### src/rtl/stream_load_dispatch_pkg.sv
// Shared types and widths for the stream load dispatcher.
package stream_load_dispatch_pkg;

    localparam int DATA_WIDTH  = 256;
    localparam int W_CNT_WIDTH = 19;
    localparam int F_CNT_WIDTH = 21;

    typedef enum logic [1:0] {
        ST_IDLE   = 2'd0,
        ST_LOAD_W = 2'd1,
        ST_LOAD_F = 2'd2
    } state_e;

endpackage

### src/rtl/stream_load_dispatch_beat_counter.sv
// Beat counter for one load: latches the target and clears on load,
// increments per accepted beat, flags the beat that finishes the load.
module stream_load_dispatch_beat_counter #(
    parameter int WIDTH = 19
) (
    input  logic             clk,
    input  logic             rst,
    input  logic             load_i,
    input  logic [WIDTH-1:0] target_i,
    input  logic             inc_i,
    output logic [WIDTH-1:0] count_o,
    output logic             last_o
);

    logic [WIDTH-1:0] count_q, count_d;
    logic [WIDTH-1:0] target_q, target_d;

    // Next count/target: load has priority over increment.
    always_comb begin
        count_d  = count_q;
        target_d = target_q;
        if (load_i) begin
            count_d  = '0;
            target_d = target_i;
        end else if (inc_i) begin
            count_d = count_q + WIDTH'(1);
        end
    end

    // Counter and target registers.
    always_ff @(posedge clk or posedge rst) begin
        if (rst) begin
            count_q  <= '0;
            target_q <= '0;
        end else begin
            count_q  <= count_d;
            target_q <= target_d;
        end
    end

    // A zero target never enters a load, so the wrapped compare is never used.
    assign count_o = count_q;
    assign last_o  = (count_q == target_q - WIDTH'(1));

endmodule

### src/rtl/stream_load_dispatch.sv
// Sequences weight/feature loads from the stream source, steering accepted
// beats into the weight or feature buffer write port with one cycle latency.
module stream_load_dispatch
    import stream_load_dispatch_pkg::*;
(
    input  logic                   clk,
    input  logic                   rst,
    input  logic                   start_para,
    input  logic                   start_feature,
    input  logic [W_CNT_WIDTH-1:0] weight_num,
    input  logic [F_CNT_WIDTH-1:0] feature_num,
    output logic                   DMA_read_para,
    output logic                   DMA_read_feature,
    output logic                   EN,
    input  logic [DATA_WIDTH-1:0]  S_Data,
    input  logic                   S_Valid,
    output logic                   S_Ready,
    input  logic                   feature_almost_full,
    output logic                   weight_wr_en,
    output logic [W_CNT_WIDTH-1:0] weight_wr_addr,
    output logic [DATA_WIDTH-1:0]  weight_wr_data,
    output logic                   feature_wr_en,
    output logic [DATA_WIDTH-1:0]  feature_wr_data,
    output logic                   para_done,
    output logic                   feature_done,
    output logic                   busy
);

    state_e                   state_q, state_d;
    logic                     en_q, en_d;
    logic                     dma_para_q, dma_para_d;
    logic                     dma_feat_q, dma_feat_d;
    logic                     w_wen_q, w_wen_d;
    logic [W_CNT_WIDTH-1:0]   w_addr_q, w_addr_d;
    logic [DATA_WIDTH-1:0]    w_data_q, w_data_d;
    logic                     f_wen_q, f_wen_d;
    logic [DATA_WIDTH-1:0]    f_data_q, f_data_d;
    logic                     p_done_q, p_done_d;
    logic                     f_done_q, f_done_d;

    logic                     accept;
    logic                     w_load, f_load;
    logic [W_CNT_WIDTH-1:0]   w_count;
    logic [F_CNT_WIDTH-1:0]   f_count;
    logic                     w_last, f_last;

    // Para wins a simultaneous start; starts are only honoured in IDLE.
    assign w_load = (state_q == ST_IDLE) && start_para;
    assign f_load = (state_q == ST_IDLE) && !start_para && start_feature;
    assign accept = S_Valid && S_Ready;

    stream_load_dispatch_beat_counter #(.WIDTH(W_CNT_WIDTH)) u_w_cnt (
        .clk      (clk),
        .rst      (rst),
        .load_i   (w_load),
        .target_i (weight_num),
        .inc_i    (accept && (state_q == ST_LOAD_W)),
        .count_o  (w_count),
        .last_o   (w_last)
    );

    stream_load_dispatch_beat_counter #(.WIDTH(F_CNT_WIDTH)) u_f_cnt (
        .clk      (clk),
        .rst      (rst),
        .load_i   (f_load),
        .target_i (feature_num),
        .inc_i    (accept && (state_q == ST_LOAD_F)),
        .count_o  (f_count),
        .last_o   (f_last)
    );

    // Ready depends on state only (plus feature backpressure).
    always_comb begin
        S_Ready = 1'b0;
        case (state_q)
            ST_LOAD_W: S_Ready = 1'b1;
            ST_LOAD_F: S_Ready = !feature_almost_full;
            default:   S_Ready = 1'b0;
        endcase
    end

    // Next state and next values of every registered output.
    always_comb begin
        state_d    = state_q;
        en_d       = en_q;
        dma_para_d = 1'b0;
        dma_feat_d = 1'b0;
        w_wen_d    = 1'b0;
        w_addr_d   = w_addr_q;
        w_data_d   = w_data_q;
        f_wen_d    = 1'b0;
        f_data_d   = f_data_q;
        p_done_d   = 1'b0;
        f_done_d   = 1'b0;
        case (state_q)
            ST_IDLE: begin
                if (w_load) begin
                    en_d = 1'b1;
                    if (weight_num == '0) begin
                        p_done_d = 1'b1;
                    end else begin
                        state_d    = ST_LOAD_W;
                        dma_para_d = 1'b1;
                    end
                end else if (f_load) begin
                    en_d = 1'b0;
                    if (feature_num == '0) begin
                        f_done_d = 1'b1;
                    end else begin
                        state_d    = ST_LOAD_F;
                        dma_feat_d = 1'b1;
                    end
                end
            end
            ST_LOAD_W: begin
                if (accept) begin
                    w_wen_d  = 1'b1;
                    w_addr_d = w_count;
                    w_data_d = S_Data;
                    if (w_last) begin
                        state_d  = ST_IDLE;
                        p_done_d = 1'b1;
                    end
                end
            end
            ST_LOAD_F: begin
                if (accept) begin
                    f_wen_d  = 1'b1;
                    f_data_d = S_Data;
                    if (f_last) begin
                        state_d  = ST_IDLE;
                        f_done_d = 1'b1;
                    end
                end
            end
            default: state_d = ST_IDLE;
        endcase
    end

    // State and output registers; reset drops any pending write.
    always_ff @(posedge clk or posedge rst) begin
        if (rst) begin
            state_q    <= ST_IDLE;
            en_q       <= 1'b0;
            dma_para_q <= 1'b0;
            dma_feat_q <= 1'b0;
            w_wen_q    <= 1'b0;
            w_addr_q   <= '0;
            w_data_q   <= '0;
            f_wen_q    <= 1'b0;
            f_data_q   <= '0;
            p_done_q   <= 1'b0;
            f_done_q   <= 1'b0;
        end else begin
            state_q    <= state_d;
            en_q       <= en_d;
            dma_para_q <= dma_para_d;
            dma_feat_q <= dma_feat_d;
            w_wen_q    <= w_wen_d;
            w_addr_q   <= w_addr_d;
            w_data_q   <= w_data_d;
            f_wen_q    <= f_wen_d;
            f_data_q   <= f_data_d;
            p_done_q   <= p_done_d;
            f_done_q   <= f_done_d;
        end
    end

    assign DMA_read_para    = dma_para_q;
    assign DMA_read_feature = dma_feat_q;
    assign EN               = en_q;
    assign weight_wr_en     = w_wen_q;
    assign weight_wr_addr   = w_addr_q;
    assign weight_wr_data   = w_data_q;
    assign feature_wr_en    = f_wen_q;
    assign feature_wr_data  = f_data_q;
    assign para_done        = p_done_q;
    assign feature_done     = f_done_q;
    assign busy             = (state_q != ST_IDLE);

    // The feature buffer has no address port; its count only drives the terminal flag.
    logic f_count_unused;
    assign f_count_unused = ^f_count;

endmodule
### config.mk
export PLATFORM = sky130hd
export DESIGN_NAME = stream_load_dispatch
export DESIGN_NICKNAME = d
export VERILOG_FILES = /design/src/rtl/stream_load_dispatch_pkg.sv /design/src/rtl/stream_load_dispatch_beat_counter.sv /design/src/rtl/stream_load_dispatch.sv
export SDC_FILE = /design/constraint.sdc
export NUM_CORES = 2
export LEC_CHECK = 0
export ABC_CLOCK_PERIOD_IN_PS = 18930
export BUFFER_PORTS_ARGS = -buffer_cell sky130_fd_sc_hd__buf_2
export CORE_AREA = 10 10 318 320
export DETAILED_ROUTE_END_ITERATION = 6
export DIE_AREA = 0 0 328 330
export PLACE_DENSITY = 0.5
export SETUP_SLACK_MARGIN = 0.2
export SLEW_MARGIN = 20
export SYNTH_ARGS = -nofsm -noshare
export SYNTH_HDL_FRONTEND = slang
export SYNTH_SLANG_ARGS = --single-unit
### constraint.sdc
create_clock -name clk -period 18.93 [get_ports clk]
set_input_delay 0 -clock clk [delete_from_list [all_inputs] [get_ports clk]]
set_output_delay 0 -clock clk [all_outputs]
set_load 0.05 [all_outputs]
# Word-level counts from Yosys, hierarchy flattened
# Cells that the tools add are included.
# classes
n_reduce_logical,19
n_mux,37
n_eq_ne,11
addsub,4
# ops
op,n
2-to-1 mux 21 bit,2
2-to-1 mux 19 bit,2
"adder 21 x 1 -> 21 bit, second input constant",1
equality test 21 bit,1
zero test 21 bit,1
2-to-1 mux 1 bit,21
"subtractor 21 x 1 -> 21 bit, second input constant",1
"adder 19 x 1 -> 19 bit, second input constant",1
equality test 19 bit,1
zero test 19 bit,1
"subtractor 19 x 1 -> 19 bit, second input constant",1
2-to-1 mux 2 bit,8
nonzero test 2 bit,4
AND reduction 7 bit,1
logical AND 1 bit,6
"inequality test 2 bit, second input constant",3
"inequality test 3 x 2 -> 1 bit, second input constant",2
one-hot mux 1 bit (2 select lines),3
one-hot mux 2 bit (3 select lines),1
AND reduction 2 bit,3
"inequality test 3 bit, second input constant",1
"equality test 2 x 1 -> 1 bit, second input constant",1
"equality test 2 bit, second input constant",1
zero test 1 bit,2
2 further kinds,2
# word_totals
reg_bits,620
out_inout_bits,540
wordCells,86
in_bits,302

# Longest topological paths before layout
# logic_depth
ltp_word,6
depth_mapped,11
ltp_nobuf,10

# Hierarchy
# A second synthesis with hierarchy kept.
# hier_totals
cells_unflattened,2207
hier_area_um2,25101.6
# by_module_without_submodules
mod,area_per_inst_um2,n_inst,seq_area_each_um2,cells_each
stream_load_dispatch,20285.7,1,13513.0,1720
stream_load_dispatch_beat_counter at u_f_cnt,2539.9,1,1051.0,263
stream_load_dispatch_beat_counter at u_w_cnt,2275.9,1,950.9,224

# Least setup slack after synthesis
# No wires, ideal clock.
# synth_timing
kind,flip-flop to flip-flop
start,reg u_f_cnt.target_q[0]
end,reg state_q[0]
path_buffers,1
arrival_time_ps,2878
t_required_ps,18793
stages_incl_launch_ff,12
setup_ps,137
setup_slack_ps,15915
period_less_slack_ps,3015
path_cell_list,dfrtp_1 > inv_1 > ha_1 > or4b_1 > clkbuf_1 > or4b_1 > and3_1 > o31a_1 > nor4_1 > nand4_1 > a221o_1 > mux2i_1
# synth_via
elab_chain_cells,4
# synth_lines
item,line,source
start: declaration,stream_load_dispatch_beat_counter.sv:16,"logic [WIDTH-1:0] target_q, target_d;"
start signal: assignment,stream_load_dispatch_beat_counter.sv:37,target_q <= target_d;
subtractor 21 x 1 -> 21 bit,stream_load_dispatch_beat_counter.sv:43,assign last_o = (count_q == target_q - WIDTH'(1));
equality test 21 bit,stream_load_dispatch_beat_counter.sv:43,
inequality test 2 bit (no source line),n/a,
AND reduction 7 bit (no source line),n/a,
end signal: assignment,stream_load_dispatch.sv:155,state_q <= state_d;
end: declaration,stream_load_dispatch.sv:29,"state_e state_q, state_d;"
# Every way passes these cells.
# A chain may end at the register's enable or synchronous reset.

# Worst setup path in the final report
# layout_timing
start,reg state_q[1]
end,"reg w_data_q[105], in the netlist weight_wr_data[105]"
# layout_via
elab_chain_cells,4
elab_cells_between_ends,5
classes_between,eq/ne: 2; mux: 1; reduce/logical: 2
# layout_lines
item,line,source
equality test 2 bit / equality test 2 x 1 -> 1 bit (equally long branches),"stream_load_dispatch.sv:75, stream_load_dispatch.sv:95",
one-hot mux 1 bit (2 select lines),stream_load_dispatch.sv:75,case (state_q)
logical AND 1 bit,stream_load_dispatch.sv:50,assign accept = S_Valid && S_Ready;
AND reduction 2 bit (no source line) *,n/a,
end signal: assignment,stream_load_dispatch.sv:161,w_data_q <= w_data_d;
end: declaration,stream_load_dispatch.sv:35,"logic [DATA_WIDTH-1:0] w_data_q, w_data_d;"
# Mark *: on every way between the ends. The rest lies on a longest branch, timed or not.

==> results by group <==
Synth
  – FF+latch count, synth: between 600 and 700
  – Post-Syn Area per Cell: ~11 sq um
  – Mapped cell area: roughly 25000 sq um
  – Top post-synthesis cells by area: dfrtp_1 63%, nand2_1 14%, mux2_2 13%
  – Post-Syn Nets: 2579
  – Post-Syn Instances: ~2300
  – Distinct cell type count after synthesis: 49
  – Largest area contributor in the netlist: dfrtp_1
  – Top FF cell, synth: dfrtp_1
  – Synth top area share: 0.626
  – Number of enable flip-flop cells after synthesis: 0
  – Post-synthesis sequential area ratio: 0.626
  – Yosys warning count: 0
  – FFs w/ async S/R, synth: 1.00

Clock network
  – Clock Sink Count: 620
  – Clk_lat worst skew: between 0.6 and 0.7 ns
  – # resized after CTS: 0
  – Clk pin slew, worst setup/hold paths: 0.06 ns
  – Count of hold-fix buffers inserted at cts: ~300
  – Post-CTS Setup Repair Bufs: 0
  – CTS tree: built
  – Max clock buf depth: 3
  – CTS Buf Count: 73
  – Htree depth: 3
  – Root Buffer: clkbuf_16

Critical path
  – Startpoint Class: register
  – Arr. time, crit path: 4.31 ns
  – CP required: about 19 ns
  – CP endpoint kind: register
  – Crit Path Category: reg -> reg
  – Max stage delay on crit path: 0.84 ns
  – Worst Setup SP: state_q[1]
  – Crit-path max FO: between 90 and 100
  – Worst path cell trace: inv_1 -> ha_1 -> nand2_4 -> inv_8 -> buf_4 -> buf_4 -> nand2_1 -> nand2_1
  – Cell with the largest stage delay on the worst path: buf_4
  – Reg-to-Reg Start: state_q[1]

Layout
  – # nets final: ~3700
  – Fin area: between 30000 and 40000 sq um
  – Layout cell share with drive strength beyond 1: 0.364
  – Final core utilization: 0.379
  – Area Growth Syn to Fin: 44.6%
  – Final-layout fill cell count: 9445
  – Final Non-Filler Cells: approximately 4700

Route
  – Via count: ~20000
  – Residual DRC: 0
  – Via density: approximately 4.3
  – DRT Pass-1 Iters: 5
  – Drt initial violations: ~1000
  – Drt wl/cell: 19.7 um
  – Routed WL: 93000 um
  – Number of routed nets with antenna violations: 0

Pwr
  – Peak supply drop: about 0.12 mV
  – Pint: 3.58 mW
  – Sw Pwr: 3.63 mW
  – Combinational cell fraction of total power: 0.495
  – Leak: approximately 18 nW
  – Seq pwr share: 0.308
  – Total power: 7.21 mW
  – Clock power frac: 0.197
  – Power per cell area: roughly 200 nW/um^2
  – Switch share: 0.504

Die
  – Die Ht: between 300 and 400 um
  – Die area: 108000 sq um
  – Rows: between 100 and 150
  – Initial core utilization: 0.262
  – Ports: 842
  – CORE AREA: roughly 95000 sq um
  – Die Wd: roughly 330 um

Placed design
  – DP Wirelength: roughly 67000 um
  – Cell area after placement: roughly 30000 sq um
  – Placed Instances: 4280
  – # port buffers: roughly 840
  – GP Congestion: slightly above 0.8

Run status
  – Status: completed

STA
  – Fin. Hold Viols: 0
  – Slew headroom: 0.292
  – Slew @ Worst Pin: approximately 1.1 ns
  – Fin Clk Skew: 0.0157 ns
  – RSZ-0062 raised after global routing: no
  – Fmax: 267 MHz
  – Final Max Slew Viols: 0
  – Final setup TNS: 0 ns
  – # setup viols final: 0
  – Fin crit share: 0.198
  – Tmin final: roughly 3.7 ns

Min path
  – Hold Startpoint: S_Data[147]
  – Worst Hold Class: in -> reg

Global routing
  – First-pass GRT wire length: approximately 140000 um
  – Vias in the first global route: 21800
  – Initial antenna violation count: 7
  – All-Layer GR Usage: 0.165
  – Largest net degree at the start of global routing: between 150 and 200
  – Grt ovf: 0

Run
  – Max-capacitance violation count: 0
state kept, by name (all words and copies together) (netlist names):
register	count
u_f_cnt.target_q	21
EN	1
weight_wr_en	1
DMA_read_feature	1
state_q	2
u_f_cnt.count_o	21
weight_wr_data	256
feature_wr_data	256
u_w_cnt.target_q	19
weight_wr_addr	19
u_w_cnt.count_o	19
DMA_read_para	1
feature_wr_en	1
feature_done	1
para_done	1
stage by stage:
| step | hold slack [ns] | setup WS, ns |
|---|---|---|
| 2_1_floorplan | 0.0735 | 1.57 |
| 3_3_place_gp | 0.206 | 15.20 |
| 3_5_place_dp | 0.206 | 15.13 |
| 4_1_cts | 0.0365 | 15.13 |
| 5_1_grt | 0.0739 | 14.87 |
| 6_report | 0.105 | 15.18 |
layer usage:
metal  track usage  vias up  routed length (um)
li1              -     9638                   -
met1         0.189     9995               36200
met2         0.282      614               46700
met3        0.0545      168                6650
met4        0.0662        2                3560
met5             0        -                   7
power by group through the flow:
stage / clock (mW) / sequential [mW] / combinational [mW]
finish: 1.42 / 2.22 / 3.57
floorplan: 0 / 3.98 / 0.793
CTS: 1.47 / 2.22 / 3.61
global placement: 0 / 2.23 / 3.54
detailed placement: 0 / 2.23 / 3.56
global route: 1.52 / 2.30 / 3.76
kinds of logic after synthesis:
group / synth area share
buffers and inverters: 0.0191
multiplexers: 0.128
flip-flops: 0.626
AO/OA/AOI/OAI: 0.0147
XOR/XNOR: 0.0283
AND/OR/NAND/NOR: 0.181
adder cells (fa/ha/maj): 0.00353
final cells by class:
| type | instances | area (sq um) | area share |
|---|---|---|---|
| Clock buffer | 112 | 2170 | 0.0604 |
| Antenna cell | 4 | 10.0 | 0.000279 |
| Inverter | 12 | 60.1 | 0.00168 |
| Timing Repair Buffer | 1161 | 7440 | 0.208 |
| Clock inverter | 16 | 243 | 0.00677 |
| Sequential cell | 620 | 15500 | 0.433 |
| Multi-Input combinational cell | 1526 | 8830 | 0.246 |
| Tap cell | 1265 | 1580 | 0.0442 |
placed cells by master (no fill, tap or decap), types with 18 or more instances in the layout:
cell type      netlist  layout
buf_2                1     841
nor4_1              18      18
xnor2_1             34      34
xor2_1              46      46
nand4_1             19      19
clkbuf_1            96      22
o21ai_0             23      23
nor2_1              52      51
nand2_1            916     915
clkbuf_16            0      75
dlygate4sd3_1        0     303
dfrtp_1            620     620
mux2_2             277     277
cells in the mapped netlist (3+ instances only):
| library cell | count |
|---|---|
| mux2_2 | 277 |
| ha_1 | 7 |
| a31oi_1 | 4 |
| nor4_1 | 18 |
| nand2b_1 | 4 |
| nand3_1 | 16 |
| o21ai_0 | 23 |
| nand2_1 | 916 |
| o211ai_1 | 3 |
| nor3_1 | 14 |
| nand3b_1 | 3 |
| dfrtp_1 | 620 |
| or4b_1 | 3 |
| a21oi_1 | 17 |
| buf_1 | 14 |
| and3_1 | 8 |
| or2_2 | 3 |
| mux2i_1 | 5 |
| inv_1 | 11 |
| xnor2_1 | 34 |
| nor2b_1 | 3 |
| nand4_1 | 19 |
| or3_1 | 16 |
| or4_1 | 7 |
| xor2_1 | 46 |
| nor2_1 | 52 |
| clkbuf_1 | 96 |
| and4_1 | 4 |
| nor3b_1 | 3 |
worst max-delay path: cells and delay by family (launching register included):
kind | cells | cell delay, ns
buffers and inverters | 4 | 2.24
flip-flops | 1 | 0.37
adder cells (fa/ha/maj) | 1 | 0.24
AND/OR/NAND/NOR | 3 | 0.68
final timing paths:
kind,slack [ns],to,depth (start not counted)
setup / recovery,15.18,weight_wr_data[105],8
hold / removal,0.11,weight_wr_data[147],4
setup reg to reg,15.18,weight_wr_data[105],8
hold reg to reg,0.46,weight_wr_data[185],2
max in group asynchronous,16.50,weight_wr_data[239],6
min in group asynchronous,0.13,feature_wr_data[129],3
Note: power is estimated with default switching activity, not from simulation.
